## src/rtl/bg_pkg.sv

```systemverilog
// bg_pkg: shared constants and types for the background fetch and palette
// stages.
//   IMG_W/IMG_H : source background size in pixels (2x upscaled to screen)
//   SCR_W/SCR_H : visible screen area in pixels
//   ADDR_W      : background ROM address width
//   IDX_W       : palette index width
package bg_pkg;

    localparam int IMG_W  = 320;
    localparam int IMG_H  = 240;
    localparam int SCR_W  = 640;
    localparam int SCR_H  = 480;
    localparam int ADDR_W = 17;
    localparam int IDX_W  = 4;

    typedef logic [IDX_W-1:0]  bg_idx_t;
    typedef logic [ADDR_W-1:0] bg_addr_t;

    // Video sideband bundle carried alongside the ROM read.
    typedef struct packed {
        logic hsync;
        logic vsync;
        logic vde;
    } sideband_t;

    // Syncs are active-low, so the idle bundle has both syncs high.
    localparam sideband_t SB_IDLE = '{hsync: 1'b1, vsync: 1'b1, vde: 1'b0};

endpackage

```

## src/rtl/sig_delay.sv

```systemverilog
// sig_delay: fixed-depth shift register delay line.
//   clk   : clock
//   rst_n : asynchronous active-low reset; every stage loads RST_VAL
//   d     : input word
//   q     : d delayed by exactly DEPTH clock cycles
module sig_delay #(
    parameter int               WIDTH   = 1,
    parameter int               DEPTH   = 1,
    parameter logic [WIDTH-1:0] RST_VAL = '0
) (
    input  logic             clk,
    input  logic             rst_n,
    input  logic [WIDTH-1:0] d,
    output logic [WIDTH-1:0] q
);

    logic [WIDTH-1:0] stage [DEPTH];

    // NOTE: every stage is reset, not just the output one, so a reset
    // asserted mid-frame cannot leave stale sideband bits to shift out later.
    always_ff @(posedge clk or negedge rst_n) begin
        if (!rst_n) begin
            for (int i = 0; i < DEPTH; i++) begin
                stage[i] <= RST_VAL;
            end
        end else begin
            // NOTE: non-blocking assignments make each stage take the
            // previous stage's old value, giving a true shift.
            stage[0] <= d;
            for (int i = 1; i < DEPTH; i++) begin
                stage[i] <= stage[i-1];
            end
        end
    end

    assign q = stage[DEPTH-1];

endmodule

```

## src/rtl/bg_fetch.sv

```systemverilog
// bg_fetch: scrolling background fetch. Maps the 640x480 screen position to
// a 320x240 source pixel (2x upscale, horizontal wrap-around scroll),
// issues the background ROM address, and realigns the VGA sideband with the
// returned ROM data.
//   Clk, Reset_n       : pixel clock, asynchronous active-low reset
//   drawX, drawY       : current screen column / row
//   hsync_in, vsync_in : active-low syncs; vde_in : active-video flag
//   scroll_load/val    : load horizontal scroll offset at frame start
//   scroll_en/step     : auto-scroll by step pixels per frame
//   rom_addr / rom_q   : background ROM address out (registered) / data in
//   bg_index           : palette index, 0 outside active video
//   hsync_out, vsync_out, vde_out : sideband aligned with bg_index
module bg_fetch #(
    parameter int IMG_W   = bg_pkg::IMG_W,
    parameter int IMG_H   = bg_pkg::IMG_H,
    parameter int ROM_LAT = 2
) (
    input  logic                      Clk,
    input  logic                      Reset_n,
    input  logic [9:0]                drawX,
    input  logic [9:0]                drawY,
    input  logic                      hsync_in,
    input  logic                      vsync_in,
    input  logic                      vde_in,
    input  logic                      scroll_load,
    input  logic [8:0]                scroll_val,
    input  logic                      scroll_en,
    input  logic [2:0]                scroll_step,
    output logic [bg_pkg::ADDR_W-1:0] rom_addr,
    input  bg_pkg::bg_idx_t           rom_q,
    output bg_pkg::bg_idx_t           bg_index,
    output logic                      hsync_out,
    output logic                      vsync_out,
    output logic                      vde_out
);

    import bg_pkg::*;

    localparam int SX_W  = $clog2(IMG_W);
    localparam int SUM_W = 11;

    logic [SX_W-1:0]   scroll_x;
    logic [SX_W-1:0]   scroll_next;
    logic              vs_prev;
    logic              frame_start;

    logic [SUM_W-1:0]  x_sum;
    logic [SUM_W-1:0]  src_x;
    logic [8:0]        src_y;
    logic [SUM_W-1:0]  val_mod;
    logic [SUM_W-1:0]  step_sum;
    logic [SUM_W-1:0]  step_mod;
    logic              in_active;
    bg_addr_t          row_base;
    bg_addr_t          addr_next;

    sideband_t         sb_in;
    sideband_t         sb_out;

    // ---------------- Stage 0: screen -> source coordinates ----------------
    // Inside the active area (drawX>>1) < IMG_W and scroll_x < IMG_W, so the
    // sum stays below 2*IMG_W and one conditional subtract is a full modulo.
    assign x_sum = SUM_W'(drawX[9:1]) + SUM_W'(scroll_x);
    assign src_x = (x_sum >= SUM_W'(IMG_W)) ? x_sum - SUM_W'(IMG_W) : x_sum;
    assign src_y = drawY[9:1];

    if (IMG_W == 320) begin : g_row_shift
        // 320 = 256 + 64: two shifts and an add instead of a multiplier.
        assign row_base = (bg_addr_t'(src_y) << 8) + (bg_addr_t'(src_y) << 6);
    end else begin : g_row_mul
        assign row_base = bg_addr_t'(src_y * IMG_W);
    end

    assign in_active = (drawX < 10'(SCR_W)) && (drawY < 10'(SCR_H)) &&
                       (SUM_W'(src_y) < SUM_W'(IMG_H));
    assign addr_next = in_active ? row_base + bg_addr_t'(src_x) : '0;

    // ---------------- Scroll register, updated only at frame start ---------
    // A 9-bit scroll_val is at most 511 < 2*IMG_W, so one subtract suffices.
    assign val_mod  = (SUM_W'(scroll_val) >= SUM_W'(IMG_W)) ?
                      SUM_W'(scroll_val) - SUM_W'(IMG_W) : SUM_W'(scroll_val);
    assign step_sum = SUM_W'(scroll_x) + SUM_W'(scroll_step);
    assign step_mod = (step_sum >= SUM_W'(IMG_W)) ?
                      step_sum - SUM_W'(IMG_W) : step_sum;

    // vs_prev resets to 0, so a low vsync_in at reset release is not seen
    // as a falling edge.
    assign frame_start = vs_prev & ~vsync_in;

    always_comb begin
        // NOTE: default assigned first so every path drives scroll_next and
        // no latch is inferred.
        scroll_next = scroll_x;
        if (frame_start) begin
            if (scroll_load) begin
                scroll_next = SX_W'(val_mod);
            end else if (scroll_en) begin
                scroll_next = SX_W'(step_mod);
            end
        end
    end

    always_ff @(posedge Clk or negedge Reset_n) begin
        if (!Reset_n) begin
            scroll_x <= '0;
            vs_prev  <= 1'b0;
            rom_addr <= '0;
        end else begin
            scroll_x <= scroll_next;
            vs_prev  <= vsync_in;
            rom_addr <= addr_next;
        end
    end

    // ---------------- Sideband realignment ----------------------------------
    // One cycle for the address register plus the ROM read latency.
    assign sb_in = '{hsync: hsync_in, vsync: vsync_in, vde: vde_in};

    sig_delay #(
        .WIDTH   ($bits(sideband_t)),
        .DEPTH   (1 + ROM_LAT),
        .RST_VAL (SB_IDLE)
    ) u_sb_delay (
        .clk   (Clk),
        .rst_n (Reset_n),
        .d     (sb_in),
        .q     (sb_out)
    );

    assign hsync_out = sb_out.hsync;
    assign vsync_out = sb_out.vsync;
    assign vde_out   = sb_out.vde;
    assign bg_index  = sb_out.vde ? rom_q : '0;

endmodule

```

## config.mk

```make
export PLATFORM = sky130hd
export DESIGN_NAME = bg_fetch
export DESIGN_NICKNAME = d
export VERILOG_FILES = /design/src/rtl/bg_pkg.sv /design/src/rtl/sig_delay.sv /design/src/rtl/bg_fetch.sv
export SDC_FILE = /design/constraint.sdc
export NUM_CORES = 1
export LEC_CHECK = 0
export ABC_AREA = 1
export BUFFER_PORTS_ARGS = -buffer_cell sky130_fd_sc_hd__buf_2
export CORE_MARGIN = 2
export CORE_UTILIZATION = 35
export CTS_BUF_LIST = sky130_fd_sc_hd__clkbuf_4
export CTS_CLUSTER_SIZE = 12
export DETAILED_ROUTE_END_ITERATION = 16
export PLACE_DENSITY = 0.62
export RECOVER_POWER = 100
export SYNTH_ARGS = -nofsm -noshare
export SYNTH_HDL_FRONTEND = slang
export SYNTH_SLANG_ARGS = --single-unit
export TNS_END_PERCENT = 5
```

## constraint.sdc

```tcl
create_clock -name Clk -period 4.9 [get_ports Clk]
set_clock_uncertainty 0.15 [all_clocks]
set_input_delay 0.49 -clock Clk [delete_from_list [all_inputs] [get_ports Clk]]
set_output_delay 0.49 -clock Clk [all_outputs]
set_load 0.1 [all_outputs]
```

* Word level (Yosys, flattened, before mapping)
Index checks and enable logic that the tools add are counted.
** Word-level totals
- Bits in registers :: 36
- Logic and storage cells :: 32
** Cells by class
- Reduce and logical (&&, ||, !) cells :: 4
- Add/sub/neg operators :: 7
- Muxes and demuxes :: 7
- Bitwise gates (word level) :: 2
- $lt $le $gt $ge :: 6
** Operators by type and width (count)
- 9-bit 2-to-1 mux :: 4
- 10-bit by 9-bit greater-or-equal comparator with 1-bit output (second input constant) :: 2
- 9-bit subtractor (second input constant) :: 2
- 17-bit by 11-bit adder with 17-bit output :: 1
- 17-bit by 15-bit adder with 17-bit output :: 1
- 17-bit 2-to-1 mux :: 1
- 11-bit 2-to-1 mux :: 1
- 10-bit by 9-bit subtractor with 11-bit output (second input constant) :: 1
- 9-bit by 3-bit adder with 10-bit output :: 1
- 9-bit by 9-bit adder with 10-bit output :: 1
- 10-bit less-than comparator (second input constant) :: 1
- 10-bit by 9-bit less-than comparator with 1-bit output (second input constant) :: 1
- 9-bit greater-or-equal comparator (second input constant) :: 1
- 9-bit by 8-bit less-than comparator with 1-bit output (second input constant) :: 1
- 4-bit 2-to-1 mux :: 1
- 1-bit logical AND :: 2
- 2-bit AND reduction :: 1
- 2-bit nonzero test :: 1
- 1-bit bitwise AND :: 1
- 1-bit inverter :: 1

* Logic depth before layout (Yosys ltp)
- Depth after elaboration :: 5
- Mapped depth :: 29
- Depth with buffers taken out :: 29

* Hierarchy
A second synthesis with hierarchy kept.
** Second synthesis, totals
- Cells, all modules :: 377
- Area, all modules :: 2860.2 µm²
** Modules (own cells, without submodules)
- bg_fetch :: area an instance 2605.0 µm², seq. area each 675.6 µm², cells an instance 365, instances 1
- sig_delay :: area an instance 255.2 µm², seq. area each 232.7 µm², cells an instance 12, instances 1

* Least setup slack after synthesis
No wires, ideal clock.
- Path kind :: input-to-reg
- Start point :: input drawX[1]
- End point :: register rom_addr[13] (netlist name)
- Stages :: 27
- Path slack :: 0.728 ns
- Data arrival time :: 3.890 ns
- Cells stage by stage :: ha_1 -> inv_1 -> fa_1 -> nand3b_1 -> nand2_2 -> a21oi_4 -> xor2_4 -> inv_1 -> ha_1 -> nand3_1 -> nor2_1 -> nand2_1 -> nor2_2 -> nand3_4 -> nand3_4 -> nand2_1 -> nand2_1 -> fa_1 -> fa_1 -> inv_1 -> nand3_1 -> nand2_1 -> nand2_1 -> nand2_1 -> a21oi_1 -> xor2_1 -> nor2_1
** On the way
- Cells in the longest elaborated chain, start to end :: 5
** RTL lines
- from (decl) :: RTL line bg_fetch.sv:20 : input logic [9:0] drawX,
- 9-bit by 9-bit adder with 10-bit output :: RTL line bg_fetch.sv:63 : assign x_sum = SUM_W'(drawX[9:1]) + SUM_W'(scroll_x);
- 10-bit by 9-bit subtractor with 11-bit output or 10-bit by 9-bit greater-or-equal comparator with 1-bit output (tied branches) :: RTL line bg_fetch.sv:64 : assign src_x = (x_sum >= SUM_W'(IMG_W)) ? x_sum - SUM_W'(IMG_W) : x_sum;
- 11-bit 2-to-1 mux :: RTL line bg_fetch.sv:64
- 17-bit by 11-bit adder with 17-bit output :: RTL line bg_fetch.sv:76 : assign addr_next = in_active ? row_base + bg_addr_t'(src_x) : '0;
- 17-bit 2-to-1 mux * :: RTL line bg_fetch.sv:76
- via addr_next[13] :: RTL line bg_fetch.sv:55 : bg_addr_t addr_next;
- to (signal assigned) :: RTL line bg_fetch.sv:111 : rom_addr <= addr_next;
- to (decl) :: RTL line bg_fetch.sv:29 : output logic [bg_pkg::ADDR_W-1:0] rom_addr,
The timed path passes the listed nets; every way through them passes the cells marked *.
A chain may end at the register's enable or synchronous reset.

* Worst setup path in the final report
- Start point :: register scroll_x[0]
- End point :: register rom_addr[13] (netlist name)
** On the way
- Cells in the longest elaborated chain, start to end :: 5
** RTL lines
- from (decl) :: RTL line bg_fetch.sv:42 : logic [SX_W-1:0] scroll_x;
- from (signal assigned) :: RTL line bg_fetch.sv:109 : scroll_x <= scroll_next;
- 9-bit by 9-bit adder with 10-bit output * :: RTL line bg_fetch.sv:63
- 10-bit by 9-bit subtractor with 11-bit output or 10-bit by 9-bit greater-or-equal comparator with 1-bit output (tied branches) :: RTL line bg_fetch.sv:64
- 11-bit 2-to-1 mux * :: RTL line bg_fetch.sv:64
- 17-bit by 11-bit adder with 17-bit output * :: RTL line bg_fetch.sv:76
- 17-bit 2-to-1 mux * :: RTL line bg_fetch.sv:76
- via addr_next[13] :: RTL line bg_fetch.sv:55
Marked as above.

==> metrics.txt <==
CTS root buffer=clkbuf_4; critical path capture point type=flop; syn_area_per_cell=7.77 sq um; Cell variety after synth=40; antenna violations before repair=0; Worst Path Arrival=4.57 ns; fillcell total=901; Detail Route Antenna Nets=0; Post-CTS Setup Inserts=0; die area=9000 sq um; sequential element share of the synthesized area=31.4%; RSZ-0062 raised after global routing=no; worst skew pair latency=0.35 ns; drc violations=0; worst endpoint required time=4.98 ns; largest net degree at the start of global routing=37; Max Cap Violations=2; Bufs on Longest Clock Path=2; final WL=6580 um; Hold Crit Depth=1; Top FF cell, synth=dfrtp_1; layout cell share with drive strength beyond 1=16.3%; chip width=94.9 um; worst-path fanout max=4; Syn Nets=454; cells on worst reg2reg path=27; Core Util, Final=41.1%; outcome=finished with violations; grt total ovfl=0; M2 GR Usage=27.4%; CTS tree=done; fraction of registers with async set/reset=100%; busiest grt layer=met2; core area=8090 sq um; area delta synth->final=15.2%; Port-buffer cells=64; footprint of the multi-input gates=1710 sq um; number of synthesized flops with an enable pin=0; Setup Crit Path Kind=reg2reg; hold crit path type=in2reg; nets=522; failing checks=capacitance limit, slew limit; Leak=1.78 nW; CTS-repair resized insts=0; routability cong.=0.867; setup TNS=0 ns; Worst Setup Start Kind=flop; fin cells=546; setup violators final=0; fmax=0.223 GHz; cells after synthesis=372; Vias=2601; GRT Overall Usage=15.6%; FF+latch area=908 sq um; clock-pin slew of the registers on the worst-case setup and hold paths=0.12 ns; first-pass GRT wire length=11000 um; Num CTS Buffers=5; commonest non-fill, non-tap cells in the layout=nand2_1, inv_1, nor2_1, buf_2, ha_1; drt pass-1 iters=4; 1st-iter DRT viols=58; Via density=4.76; Die Y=94.9 um; post-route minimum period=4.49 ns; synthesis-stage register bit count=36; Slew Limit Fails=53; row cnt=33; vias in the first global route=2483; DP Cell Count=538; Worst Max-Slew Pin Slew=1.95 ns; GRT met1 Usage=19.5%; M3 GR Usage=2.79%; Max IR drop VDD=121 uV; initial core utilization=35.7%; fin crit share=91.6%; clock sink count=36; # diodes=0; commonest non-fill, non-tap cell in the layout=nand2_1; Synthesis Warnings=0; io pins=67; slew margin rel.=-29.9%; dpl hpwl=5350 um; WL/cell=12.0 um; Pwr per Cell Area=462 nW/um^2; total number of H-tree levels=2; hold_buf cts=0; synthesized area=2890 sq um; Fin. Hold Viols=0
==> final cells by class <==
cell class	instances	share of cell area (%)
flip-flops and latches	36	27.3
repair buffers	64	8.61
clock inverters	3	0.564
well taps	105	3.95
inverters	61	6.95
multi-input cells	272	51.5
clock buffers	5	1.13
==> worst max-delay path: stages (launching register included) <==
cell	delay, ns
dfrtp_1	0.42
ha_1	0.21
inv_1	0.06
fa_1	0.40
nand3b_1	0.19
nand2_2	0.14
a21oi_4	0.08
xor2_4	0.17
inv_1	0.09
ha_1	0.14
nand3_1	0.08
nor2_1	0.11
nand2_1	0.07
nor2_2	0.13
nand3_4	0.11
nand3_4	0.10
nand2_1	0.05
nand2_1	0.09
fa_1	0.47
fa_1	0.43
inv_1	0.09
nand3_1	0.07
nand2_1	0.13
nand2_1	0.06
nand2_1	0.05
a21oi_1	0.06
xor2_1	0.16
nor2_1	0.07
==> registers in the layout, summed over array words and instances (netlist names) <==
register and flops:
rom_addr 17, scroll_x 9, u_sb_delay.stage 6, u_sb_delay.q 3, vs_prev 1
==> cell usage after synthesis (all sizes together) (4+ instances only) <==
cell type   n  share of area [%]
nand2      87                 12
inv        59                7.7
nor2       39                5.4
ha         33                 14
nand3      31                6.4
dfrtp      30                 26
a21oi      28                5.6
o21ai      16                2.8
nand4       7                1.5
dfstp       6                5.5
fa          6                4.2
xor2        4                2.1
==> worst paths after layout <==
path | from | to | slack (ns)
max | scroll_x[0] | rom_addr[13] | 0.41
min | hsync_in | u_sb_delay.stage[8] | 0.07
max reg2reg | scroll_x[0] | rom_addr[13] | 0.41
min reg2reg | u_sb_delay.stage[5] | u_sb_delay.q[2] | 0.21
max in group asynchronous | Reset_n | scroll_x[0] | 2.97
min in group asynchronous | Reset_n | rom_addr[9] | 0.51
==> through the flow <==
stage	instance area, sq um	setup WS [ns]	total power [mW]	hold slack [ns]
2_1_floorplan	2890	0.728	1.19	0.0444
3_3_place_gp	3330	0.347	1.37	0.186
3_5_place_dp	3330	0.259	1.39	0.189
4_1_cts	3380	0.418	1.56	0.0493
5_1_grt	3330	0.00548	1.68	0.0371
6_report	3330	0.411	1.54	0.0676
==> report_power, final <==
part / total [mW] / switching [mW] / internal (mW)
Clock: 0.166 / 0.111 / 0.0551
Sequential: 0.387 / 0.0362 / 0.351
Combinational: 0.985 / 0.706 / 0.279
Total: 1.54 / 0.853 / 0.685
==> routing by layer <==
metal / vias to the layer above / share of wire (%)
li1: 1345 / -
met1: 1186 / 46
met2: 62 / 49
met3: 8 / 4.3
met4: 0 / 1.2
met5: - / 0
==> logic make-up after synthesis <==
| group | after synthesis | share of synthesized area, % |
|---|---|---|
| XOR/XNOR | 7 | 3.03 |
| buffers and inverters | 64 | 8.49 |
| AND/OR/NAND/NOR | 169 | 27.0 |
| adder cells (fa/ha/maj) | 39 | 18.4 |
| flip-flops | 36 | 31.4 |
| AO/OA/AOI/OAI | 57 | 11.6 |
No activity file was read; power rests on OpenSTA's default activity.
